===== src/rtl/atm_light_pixel_normalizer.sv =====
// Scales RGB pixels by latched per-channel reciprocals 1/A through a 3-stage valid/ready pipeline.
// Define ATM_NORM_ROUND_EN to round half up before the final shift instead of truncating.
module atm_light_pixel_normalizer #(
  parameter int unsigned DATA_W    = 8,
  parameter int unsigned RECIP_W   = 10,
  parameter int unsigned FRAC_BITS = 10
) (
  input  logic              clk,
  input  logic              rst_n,
  input  logic              recip_load,
  input  logic [RECIP_W-1:0] recip_r,
  input  logic [RECIP_W-1:0] recip_g,
  input  logic [RECIP_W-1:0] recip_b,
  input  logic              in_valid,
  output logic              in_ready,
  input  logic [DATA_W-1:0] in_r,
  input  logic [DATA_W-1:0] in_g,
  input  logic [DATA_W-1:0] in_b,
  input  logic              in_last,
  output logic              out_valid,
  input  logic              out_ready,
  output logic [DATA_W-1:0] out_r,
  output logic [DATA_W-1:0] out_g,
  output logic [DATA_W-1:0] out_b,
  output logic              out_last,
  output logic              busy
);

  localparam int unsigned EFF_W  = RECIP_W + 1;
  localparam int unsigned PROD_W = DATA_W + RECIP_W + 1;
  localparam int unsigned SUM_W  = PROD_W + 1;
  localparam logic [EFF_W-1:0]  UNITY   = EFF_W'(1) << FRAC_BITS;
  localparam logic [SUM_W-1:0]  MAX_OUT = SUM_W'({DATA_W{1'b1}});
`ifdef ATM_NORM_ROUND_EN
  localparam logic [SUM_W-1:0]  HALF    = SUM_W'(1) << (FRAC_BITS - 1);
`endif

  logic [RECIP_W-1:0] recip_r_q, recip_g_q, recip_b_q;
  logic [RECIP_W-1:0] shadow_r_q, shadow_g_q, shadow_b_q;
  logic               pending_q;

  logic               v1_q, v2_q;
  logic [DATA_W-1:0]  s1_r_q, s1_g_q, s1_b_q;
  logic [EFF_W-1:0]   s1_er_q, s1_eg_q, s1_eb_q;
  logic               s1_last_q, s2_last_q;
  logic [PROD_W-1:0]  s2_r_q, s2_g_q, s2_b_q;

  logic stall, empty, accept;

  // Code 0 stands for unity so an unprogrammed block passes pixels through.
  function automatic logic [EFF_W-1:0] eff_of(input logic [RECIP_W-1:0] code);
    return (code == '0) ? UNITY : {1'b0, code};
  endfunction

  function automatic logic [DATA_W-1:0] scale(input logic [PROD_W-1:0] prod);
    logic [SUM_W-1:0] sum;
    logic [SUM_W-1:0] shifted;
`ifdef ATM_NORM_ROUND_EN
    sum = {1'b0, prod} + HALF;
`else
    sum = {1'b0, prod};
`endif
    shifted = sum >> FRAC_BITS;
    return (shifted > MAX_OUT) ? MAX_OUT[DATA_W-1:0] : shifted[DATA_W-1:0];
  endfunction

  always_comb begin
    stall    = out_valid & ~out_ready;
    empty    = ~(v1_q | v2_q | out_valid);
    // A load request in the same cycle blocks input so the load always wins.
    in_ready = ~stall & ~pending_q & ~recip_load;
    accept   = in_valid & in_ready;
    busy     = pending_q | ~empty;
  end

  always_ff @(posedge clk) begin
    if (!rst_n) begin
      recip_r_q  <= '0;
      recip_g_q  <= '0;
      recip_b_q  <= '0;
      shadow_r_q <= '0;
      shadow_g_q <= '0;
      shadow_b_q <= '0;
      pending_q  <= 1'b0;
      v1_q       <= 1'b0;
      v2_q       <= 1'b0;
      out_valid  <= 1'b0;
      s1_r_q     <= '0;
      s1_g_q     <= '0;
      s1_b_q     <= '0;
      s1_er_q    <= '0;
      s1_eg_q    <= '0;
      s1_eb_q    <= '0;
      s1_last_q  <= 1'b0;
      s2_r_q     <= '0;
      s2_g_q     <= '0;
      s2_b_q     <= '0;
      s2_last_q  <= 1'b0;
      out_r      <= '0;
      out_g      <= '0;
      out_b      <= '0;
      out_last   <= 1'b0;
    end else begin
      if (recip_load) begin
        if (empty && !pending_q) begin
          recip_r_q <= recip_r;
          recip_g_q <= recip_g;
          recip_b_q <= recip_b;
        end else begin
          shadow_r_q <= recip_r;
          shadow_g_q <= recip_g;
          shadow_b_q <= recip_b;
          pending_q  <= 1'b1;
        end
      end else if (pending_q && empty) begin
        recip_r_q <= shadow_r_q;
        recip_g_q <= shadow_g_q;
        recip_b_q <= shadow_b_q;
        pending_q <= 1'b0;
      end

      if (!stall) begin
        v1_q <= accept;
        if (accept) begin
          s1_r_q    <= in_r;
          s1_g_q    <= in_g;
          s1_b_q    <= in_b;
          s1_last_q <= in_last;
          s1_er_q   <= eff_of(recip_r_q);
          s1_eg_q   <= eff_of(recip_g_q);
          s1_eb_q   <= eff_of(recip_b_q);
        end
        v2_q <= v1_q;
        if (v1_q) begin
          s2_r_q    <= PROD_W'(s1_r_q) * PROD_W'(s1_er_q);
          s2_g_q    <= PROD_W'(s1_g_q) * PROD_W'(s1_eg_q);
          s2_b_q    <= PROD_W'(s1_b_q) * PROD_W'(s1_eb_q);
          s2_last_q <= s1_last_q;
        end
        out_valid <= v2_q;
        if (v2_q) begin
          out_r    <= scale(s2_r_q);
          out_g    <= scale(s2_g_q);
          out_b    <= scale(s2_b_q);
          out_last <= s2_last_q;
        end
      end
    end
  end

endmodule


===== config.mk =====
export PLATFORM = sky130hd
export DESIGN_NAME = atm_light_pixel_normalizer
export DESIGN_NICKNAME = d
export VERILOG_FILES = /design/src/rtl/atm_light_pixel_normalizer.sv
export SDC_FILE = /design/constraint.sdc
export NUM_CORES = 1
export LEC_CHECK = 0
export CAP_MARGIN = 10
export CORE_MARGIN = 2
export CORE_UTILIZATION = 55
export CTS_BUF_LIST = sky130_fd_sc_hd__clkbuf_16
export DETAILED_ROUTE_END_ITERATION = 12
export DONT_BUFFER_PORTS = 1
export GPL_ROUTABILITY_DRIVEN = 0
export PLACE_DENSITY = 0.71
export SLEW_MARGIN = 20
export SYNTH_ARGS = -nofsm -noshare
export SYNTH_HDL_FRONTEND = slang
export SYNTH_SLANG_ARGS = --single-unit

===== constraint.sdc =====
create_clock -name clk -period 5.17 [get_ports clk]
set_clock_uncertainty 0.15 [all_clocks]
set_input_delay 1.2925 -clock clk [delete_from_list [all_inputs] [get_ports clk]]
set_output_delay 1.2925 -clock clk [all_outputs]
set_load 0.005 [all_outputs]

==> run summary <==
Status: finished, final reports clean
Synth Cell Area: 14500 sq um
Via count: 10400
Hold Path Depth: 2
Worst-case reg-to-reg path depth: 17
Post-synthesis adder-cell area fraction: 31.2%
Antenna-violating nets left: 0
DRT Pass-1 Iters: 5
Final setup viols: 0
Initial antenna violation count: 0
Worst skew pair latency: 0.43 ns
CP arrival: 5.12 ns
Slew Viols, Final: 0
Async SR Flop Fraction: 0%
CP Capture Type: flip-flop
Crit path max fanout: 12
Seq/Total Area, Yosys: 24.1%
YS warnings: 0
Initial Util: 55.9%
Reg2Reg Setup Slack: 0.24 ns
Met2 usage: 35.0%
Hold Path Sink: s2_r_q[17]
RSZ-0062 raised after global routing: false
Syn Nets: 1954
Core area: 26000 sq um
RR Endpoint: s2_g_q[18]
Rows: 59
CTS tree: done
Area of the multi-input gates: 9950 sq um
Most Crowded Layer GR: met2
Hold_sp: s2_r_q[17]
GRT met3 Usage: 5.77%
Port Buffers: 0
Worst Hold Class: flip-flop to flip-flop
Post-layout min period: 4.93 ns
Number of enable flip-flop cells after synthesis: 0
IO Pins: 88
# DRC: 0
Crit-path cells: and2_1, fa_1, inv_1, fa_1, inv_1, fa_1, inv_1, fa_1, inv_1, ha_1, a21oi_1, o21ai_1, nor3_1, nor3_2, a221o_1, and4_1, nor4b_2
Compound-Gate Fraction of Synth Area: 12.8%
Nets: 1890
Sum Neg Setup Slack: 0 ns
CP Launch Type: flip-flop
Post-synthesis xor/xnor area fraction: 1.27%
Layout cell share with drive strength beyond 1: 3.62%
H-tree Lvls: 4
PwrDens: 198 nW/um^2
Design Area, Final: 15200 sq um
Fmax: 203 MHz
Largest net degree at the start of global routing: 174
Initial detailed-routing violation count: 622
Post-synthesis cell type count: 54
# clock sinks: 175
Worst Hold Slack: 0.308 ns
Register area: 3510 sq um
First-pass GRT wire length: 52000 um
GRT Total Usage: 22.6%
Reg-to-Reg Start: s1_g_q[5]
DP HPWL: 23100 um
Final Core Density: 58.6%
Ant diodes: 0
CTS root buf: clkbuf_16
Mux cell area share after synthesis: 2.14%
Cell Area, Placed: 14700 sq um
Crit path required time: 5.36 ns
Grt met1 use: 32.2%
Syn Area/Cell: 8.92 sq um
Vias in the first global route: 10600
Area delta synth->final: 4.95%
Clock Tree Buf Depth: 2
Dpl ws: 0.182 ns
Die area: 27700 sq um
WL final: 30100 um
Die Wd: 166 um
Final hold vios: 0
Via/cell ratio: 5.46
Yosys reg bits: 175
Max cap viols: 0
CP max stage delay: 0.53 ns
Slowest cell on crit path: fa_1
Final worst slack: 0.245 ns
Simple-Gate Fraction of Synth Area: 21.0%
Fill cells: 2317
TritonCTS Buffers: 17
Worst slew pin tran: 1.04 ns
Period utilisation layout: 95.3%
WP buf/inv: 4
Reg clk slew, reported paths: 0.07 ns
Max_slew headroom: 30.5%
Static leakage: 7.52 nW
Global route overflow: 0
Largest family of logic cells by synthesized area: adder cells
Crit path kind: flip-flop to flip-flop
Gate Count Post-Synth: 1627
Worst vdd ir: 193 uV
Wire per inst: 15.7 um
Top FF cell, synth: dfxtp_1
CP top delay family: adder cells
Vert. Die Dim: 166 um
==> cell usage in the layout (no fill, tap or decap), types with 4 or more instances in the layout <==
cell type and n:
or3_1 4, nor2b_1 8, fa_1 159, and4_1 4, a22oi_1 4, nand2_1 291, nor4_1 8, mux2i_1 31
dfxtp_1 171, xnor2_1 13, nand2b_1 25, buf_4 4, a21o_1 10, o21ai_1 4, inv_6 5, o21a_1 4
o21ai_0 30, o311a_1 24, a21oi_1 19, o211a_1 31, ha_1 108, nand4_1 4, and2_1 207, a21boi_0 85
nor3_1 9, inv_1 195, a31oi_1 6, clkbuf_16 17, dfxtp_2 4, xor2_1 8, o31ai_1 5, nor2_1 16
nand3_1 16
==> cell usage after synthesis, drive strengths merged, types with 5 or more instances <==
master / number / share of area (%)
ha: 108 / 9.3
nor2b: 8 / 0.34
a21boi: 85 / 4.4
buf: 17 / 0.52
clkbuf: 71 / 1.8
a31oi: 6 / 0.26
nor3: 10 / 0.38
o31ai: 5 / 0.26
nor2: 17 / 0.44
nor4: 8 / 0.34
nand3: 16 / 0.55
a21o: 10 / 0.52
xor2: 8 / 0.48
mux2i: 31 / 2.1
o21ai: 35 / 1.2
dfxtp: 175 / 24
xnor2: 13 / 0.78
a21oi: 21 / 0.83
nand2b: 25 / 1.1
and2: 209 / 9.0
o311a: 24 / 1.7
inv: 195 / 5.0
nand2: 292 / 7.6
o211a: 31 / 2.1
fa: 159 / 22
o21a: 5 / 0.31
==> sequential cells by signal, indices dropped and copies added (netlist names), 8 cells and up <==
register,flops
s1_eb_q,11
s1_eg_q,11
s1_er_q,11
recip_b_q,10
recip_g_q,10
recip_r_q,10
shadow_b_q,10
shadow_g_q,10
shadow_r_q,10
s2_b_q,9
s2_g_q,9
s2_r_q,9
out_b,8
out_g,8
out_r,8
s1_b_q,8
s1_g_q,8
s1_r_q,8
==> worst reg2reg max path: cells and delay by family (launching register included) <==
family / cells / cell delay [ns]
buffers and inverters: 4 / 0.19
and+or+nand+nor: 5 / 1.07
AOI/OAI and AO/OA: 3 / 0.66
DFF: 1 / 0.41
adders and majority gates: 5 / 2.34
==> per-layer routing <==
metal  vias up  wire length, um  share of wire [%]
li1       5111                -                  -
met1      5056            14600                 49
met2       235            13200                 44
met3        28             1990                6.6
met4         0              289               0.96
met5         -                0                  0
==> repair_timing <==
action | in CTS | in global routing
setup buffers | 0 | 0
resized for setup | 0 | 4
endpoints found under the setup margin | 0 | 1
hold buffers | 0 | 0
hold endpoints to repair | 0 | 0
==> layout make-up <==
cell class / count / share of cell area [%]
Timing Repair Buffer: 5 / 0.329
Tap cell: 335 / 2.75
Sequential cell: 175 / 23.0
Clock inverter: 15 / 0.977
Clock buffer: 17 / 2.79
Multi-Input combinational cell: 1169 / 65.3
Inverter: 195 / 4.80
==> worst max path at each step <==
stage	startpoint	to	slack (ns)	cells past startpoint
floorplan	s1_g_q[2]	s2_g_q[18]	0.48	17
global placement	s1_g_q[2]	s2_g_q[18]	0.39	16
detailed placement	s1_g_q[2]	s2_g_q[18]	0.18	16
CTS	s1_g_q[2]	s2_g_q[18]	0.16	16
global route	s1_g_q[5]	s2_g_q[18]	0.005	17
finish	s1_g_q[5]	s2_g_q[18]	0.24	17
==> metrics by stage <==
stage               cells  total power [mW]
floorplan            1627              1.73
global placement     1878              1.78
detailed placement   1879              1.79
CTS                  1911              3.05
global route         1911              3.15
finish               1911              3.02
==> where the power goes <==
| part | internal [mW] | switching (mW) | leakage [nW] | total (mW) |
|---|---|---|---|---|
| sequential | 1.41 | 0.0931 | 1.43 | 1.51 |
| clock | 0.641 | 0.623 | 0.280 | 1.26 |
| combinational | 0.114 | 0.139 | 5.81 | 0.253 |
| total | 2.17 | 0.855 | 7.52 | 3.02 |
==> logic make-up after synthesis <==
group | Yosys count
AOI/OAI and AO/OA | 241
xor gates and xnor gates | 21
adders and majority gates | 267
buffers and inverters | 283
DFF | 175
muxes | 31
and+or+nand+nor | 609
(Power assumes the default switching activity.)
==> edit 1: new RTL, config.mk and constraints unchanged <==
Build with the macro `ATM_NORM_ROUND_EN` defined.
--- a/src/rtl/atm_light_pixel_normalizer.sv
+++ b/src/rtl/atm_light_pixel_normalizer.sv
@@ -1,4 +1,6 @@
 // Scales RGB pixels by latched per-channel reciprocals 1/A through a 3-stage valid/ready pipeline.
 // Define ATM_NORM_ROUND_EN to round half up before the final shift instead of truncating.
+`define ATM_NORM_ROUND_EN
+
 module atm_light_pixel_normalizer #(
   parameter int unsigned DATA_W    = 8,
Behaviour: not the same (Yosys sat finds a counterexample within 10 cycles, from zero or initial values and one cycle with rst_n low).
==> edit 1 against the unedited design <==
  * First-iteration DRC count is 17% higher
  * Sequential cell count is 3 higher
  * Count of clock-buffer cells in the layout stayed put
  * Worst setup slack better by 0.032 ns
  * Wire length is 11% higher
  * Power is 7.1% higher
  * Utilization is 0.087 points higher
  * Final area is 3.3% higher
  * Area after synthesis is 2.8% higher
  * Fmax is 0.65% higher
==> edit 1: results (changes against the unedited design) <==
metric,value,unit,change
FILL cells,2346,,+1.3%
WL per Instance,16.36,um,+3.9%
multiplexer area fraction after synthesis,0.02608,,+0.004706
Port Buffers,0,,unchanged
dpl hpwl,24.99,mm,+8.3%
syn avg cell area,8.579,um^2,-3.8%
Crit path max-delay family,adder cells,,
sink of the worst hold path,shadow_r_q[6]$_SDFFE_PN0P_,,
Worst path slowest cell,fa_1,,
Post-Synth XOR/XNOR Area,0.02055,,+0.007877
Tot GR Track Use,0.2436,,+0.01775
"Cell Area, Placed",15040,um^2,+2.6%
hold wc startpoint,shadow_r_q[6]$_SDFFE_PN0P_,,
met3 GRT Util,0.03811,,-0.01964
Final nets,2009,,+6.3%
status,"finished, final reports clean",,
"Setup Fix Bufs, Post-CTS",0,,unchanged
crit-path max FO,12,,unchanged
Reg2Reg Depth,14,,-3
Critical Path End Type,register,,
Most used DFF post-synth,dfxtp_1,,
share of the yosys chip area belonging to registers,0.2388,,-0.002492
Yosys cell types,65,,+20%
compound-gate portion of the synthesized area,0.1252,,-0.002958
Routed WL,33.26,mm,+11%
layout cell share with drive strength beyond 1,0.03664,,+0.0004755
Psw,0.9386,mW,+9.8%
Final Power,3.238,mW,+7.1%
Root Driver,clkbuf_16,,
vias in the first global route,11570,,+9.2%
DRT iter0 DRCs,727,,+17%
worst hold slack,0.3044,ns,-0.003431 ns
CP arrival,5.07,ns,-0.05 ns
Clock power frac,0.443,,+0.025
met2 Usage GRT,0.3967,,+0.04649
clk slew on worst S/H paths,0.08,ns,
syn_nets,2069,,+5.9%
Worst slew margin,0.2971,,-0.007779
Hold WC Path Type,register to register,,
first-pass GRT wire length,56.77,mm,+9.2%
maximum vdd drop,0.0002146,V,+11%
asr flop ratio synth,0,,unchanged
Flop pwr share,0.473,,-0.025
Area contributors post-synth,"dfxtp_1 (24%), fa_1 (21%), ha_1 (9.3%), and2_1 (8.6%), nand2_1 (6.8%)",,
Clock Tree Buf Depth,2,,unchanged
most frequent cells after synthesis,"nand2_1 (269), and2_1 (206), inv_1 (200)",,
Post-Synth Adder-Cell Area,0.3064,,-0.005919
pin count of the biggest net entering global routing,85,,-51%
met1 Use GR,0.3434,,+0.02115
fin crit period,4.893,ns,-0.03189 ns
vias per std cell,5.612,,+2.8%
total iterations of the first detailed-routing run,5,,unchanged
Placement Setup Slack,0.2110,ns,+0.02928 ns
R2R Path End,s2_b_q[18]$_SDFFE_PN0P_,,
r2r startpoint,s1_b_q[5]$_SDFFE_PN0P_,,
r2r setup slk,0.28,ns,+0.03 ns
total leakage power,7.449,nW,-0.93%
Yosys Warn Count,0,,unchanged
==> edit 1: cell types whose count changed after synthesis, sizes merged, moves of 24 or more <==
cell	change
a21oi	+94
a21boi	-80
nor2	+42
a211oi	+31
o211a	-30
o311a	-24
==> edit 1: layer usage <==
layer  wire (um)  part of all wire
met1       16200              0.49
met2       15080              0.45
met3        1570             0.047
met4         417             0.013
met5           0                 0
==> edit 1: cell type report <==
class,count,area [um^2],share of cell area
sequential,178,3565,0.2265
timing repair buffer,7,65.06,0.004135
clock buffer,17,425.4,0.02703
tap,341,426.7,0.02711
clock inverter,15,231.5,0.01471
multi-input combinational,1274,10270,0.6524
inverter,201,757.0,0.04810
==> edit 1: worst reg2reg max path: cells and delay by family, from the launching register on <==
kind / cells / cell delay, ns
and+or+nand+nor: 2 / 0.40
AOI/OAI and AO/OA: 5 / 1.25
DFF: 1 / 0.52
adders and majority gates: 5 / 2.38
buffers and inverters: 2 / 0.09
==> edit 2: new RTL, config.mk and constraints unchanged <==
Made on the original files. Reset style: asynchronous (`rst_n`), changed in one clocked block.
--- a/src/rtl/atm_light_pixel_normalizer.sv
+++ b/src/rtl/atm_light_pixel_normalizer.sv
@@ -74,5 +74,5 @@
   end
 
-  always_ff @(posedge clk) begin
+  always_ff @(posedge clk or negedge rst_n) begin
     if (!rst_n) begin
       recip_r_q  <= '0;
Formal check against the unedited RTL: differs if rst_n is asserted again (counterexample within 4 cycles, from zero or initial values and one cycle with rst_n low); with rst_n held inactive, the same outputs for 4 cycles.
==> edit 2 against the unedited design <==
  * Non-clock buffer count did not move
  * Sequential cell count did not move
  * Area after synthesis rose by 2.6%
  * Final cell count fell by 5.8%
  * Final area rose by 3.3%
  * Wire length fell by 2.2%
  * Worst setup slack improved by 0.13 ns
  * Count of clock-buffer cells in the layout did not move
Power is left out: the tool's default activity adds up to more than one toggle a clock period on the data nets, which glitch-free logic cannot reach.
==> edit 2: results (changes against the unedited design) <==
metric,value,unit,change
fraction of area in multi-input gates,0.6054,,-0.04774
multi-input gates,1047,,-10%
Seq cells,175,,unchanged
wire length on met1,13.66,mm,-6.6%
pin count of the biggest net entering global routing,176,,+1.1%
Worst slew margin,0.3189,,+0.01403
initial antenna violation count,3,,+3
worst hold slack,0.3219,ns,+0.01404 ns
layout cell share with drive strength beyond 1,0.08985,,+0.05368
Area contributors post-synth,"dfrtp_1 (29%), fa_1 (21%), ha_1 (9.1%), and2_1 (8.3%), mux2_2 (6.1%)",,
WL per Instance,16.34,um,+3.8%
met1 Use GR,0.3069,,-0.01532
Logic inverters,199,,+2.1%
CP arrival,4.96,ns,-0.16 ns
ClkCell Share,0.03905,,+0.001355
CP max stage delay,0.58,ns,+0.05 ns
worst setup path startpoint,s1_b_q[5]$_DFFE_PN0P_,,
asr flop ratio synth,1.000,,+1.000
max layer used,met5,,
non-clock buffering overhead in the final layout,0.002386,,-0.0008991
ant diodes,1,,+1
most frequent cells after synthesis,"inv_1 (199), and2_1 (197), dfrtp_1 (175)",,
DRT iter0 DRCs,539,,-13%
vias after detailed routing,9974,,-4.4%
Post-Synth XOR/XNOR Area,0.01000,,-0.002670
metal2 WL,13.90,mm,+5.5%
status,"finished, final reports clean",,
met2 Usage GRT,0.3612,,+0.01108
Reg2Reg Depth,14,,-3
Yosys cell types,64,,+19%
hold wc startpoint,s2_last_q$_DFFE_PN0P_,,
Tot GR Track Use,0.2221,,-0.003739
compound-gate portion of the synthesized area,0.08588,,-0.04229
met3 GRT Util,0.04700,,-0.01075
==> edit 2: worst max-delay path: cells and delay by family (launching register included) <==
family | cells | cell delay (ns)
adder cells (fa/ha/maj) | 5 | 2.35
AO/OA/AOI/OAI | 5 | 1.25
flip-flops | 1 | 0.51
AND/OR/NAND/NOR | 2 | 0.33
buffers and inverters | 2 | 0.09
==> edit 2: stage by stage <==
| stage | utilization | setup slack, ns | area, um^2 | cells |
|---|---|---|---|---|
| floorplan | - | 0.5615 | 14890 | 1484 |
| global placement | 0.5640 | 0.4853 | 15110 | 1767 |
| detailed placement | 0.5640 | 0.3805 | 15110 | 1767 |
| CTS | 0.5869 | 0.3595 | 15730 | 1799 |
| global route | 0.5869 | 0.1127 | 15730 | 1799 |
| finish | 0.5870 | 0.3724 | 15730 | 1800 |
==> edit 2: logic make-up after synthesis <==
group,after synthesis
AO/OA/AOI/OAI,200
AND/OR/NAND/NOR,450
flip-flops,175
buffers and inverters,262
XOR/XNOR,17
multiplexers,113
adder cells (fa/ha/maj),267
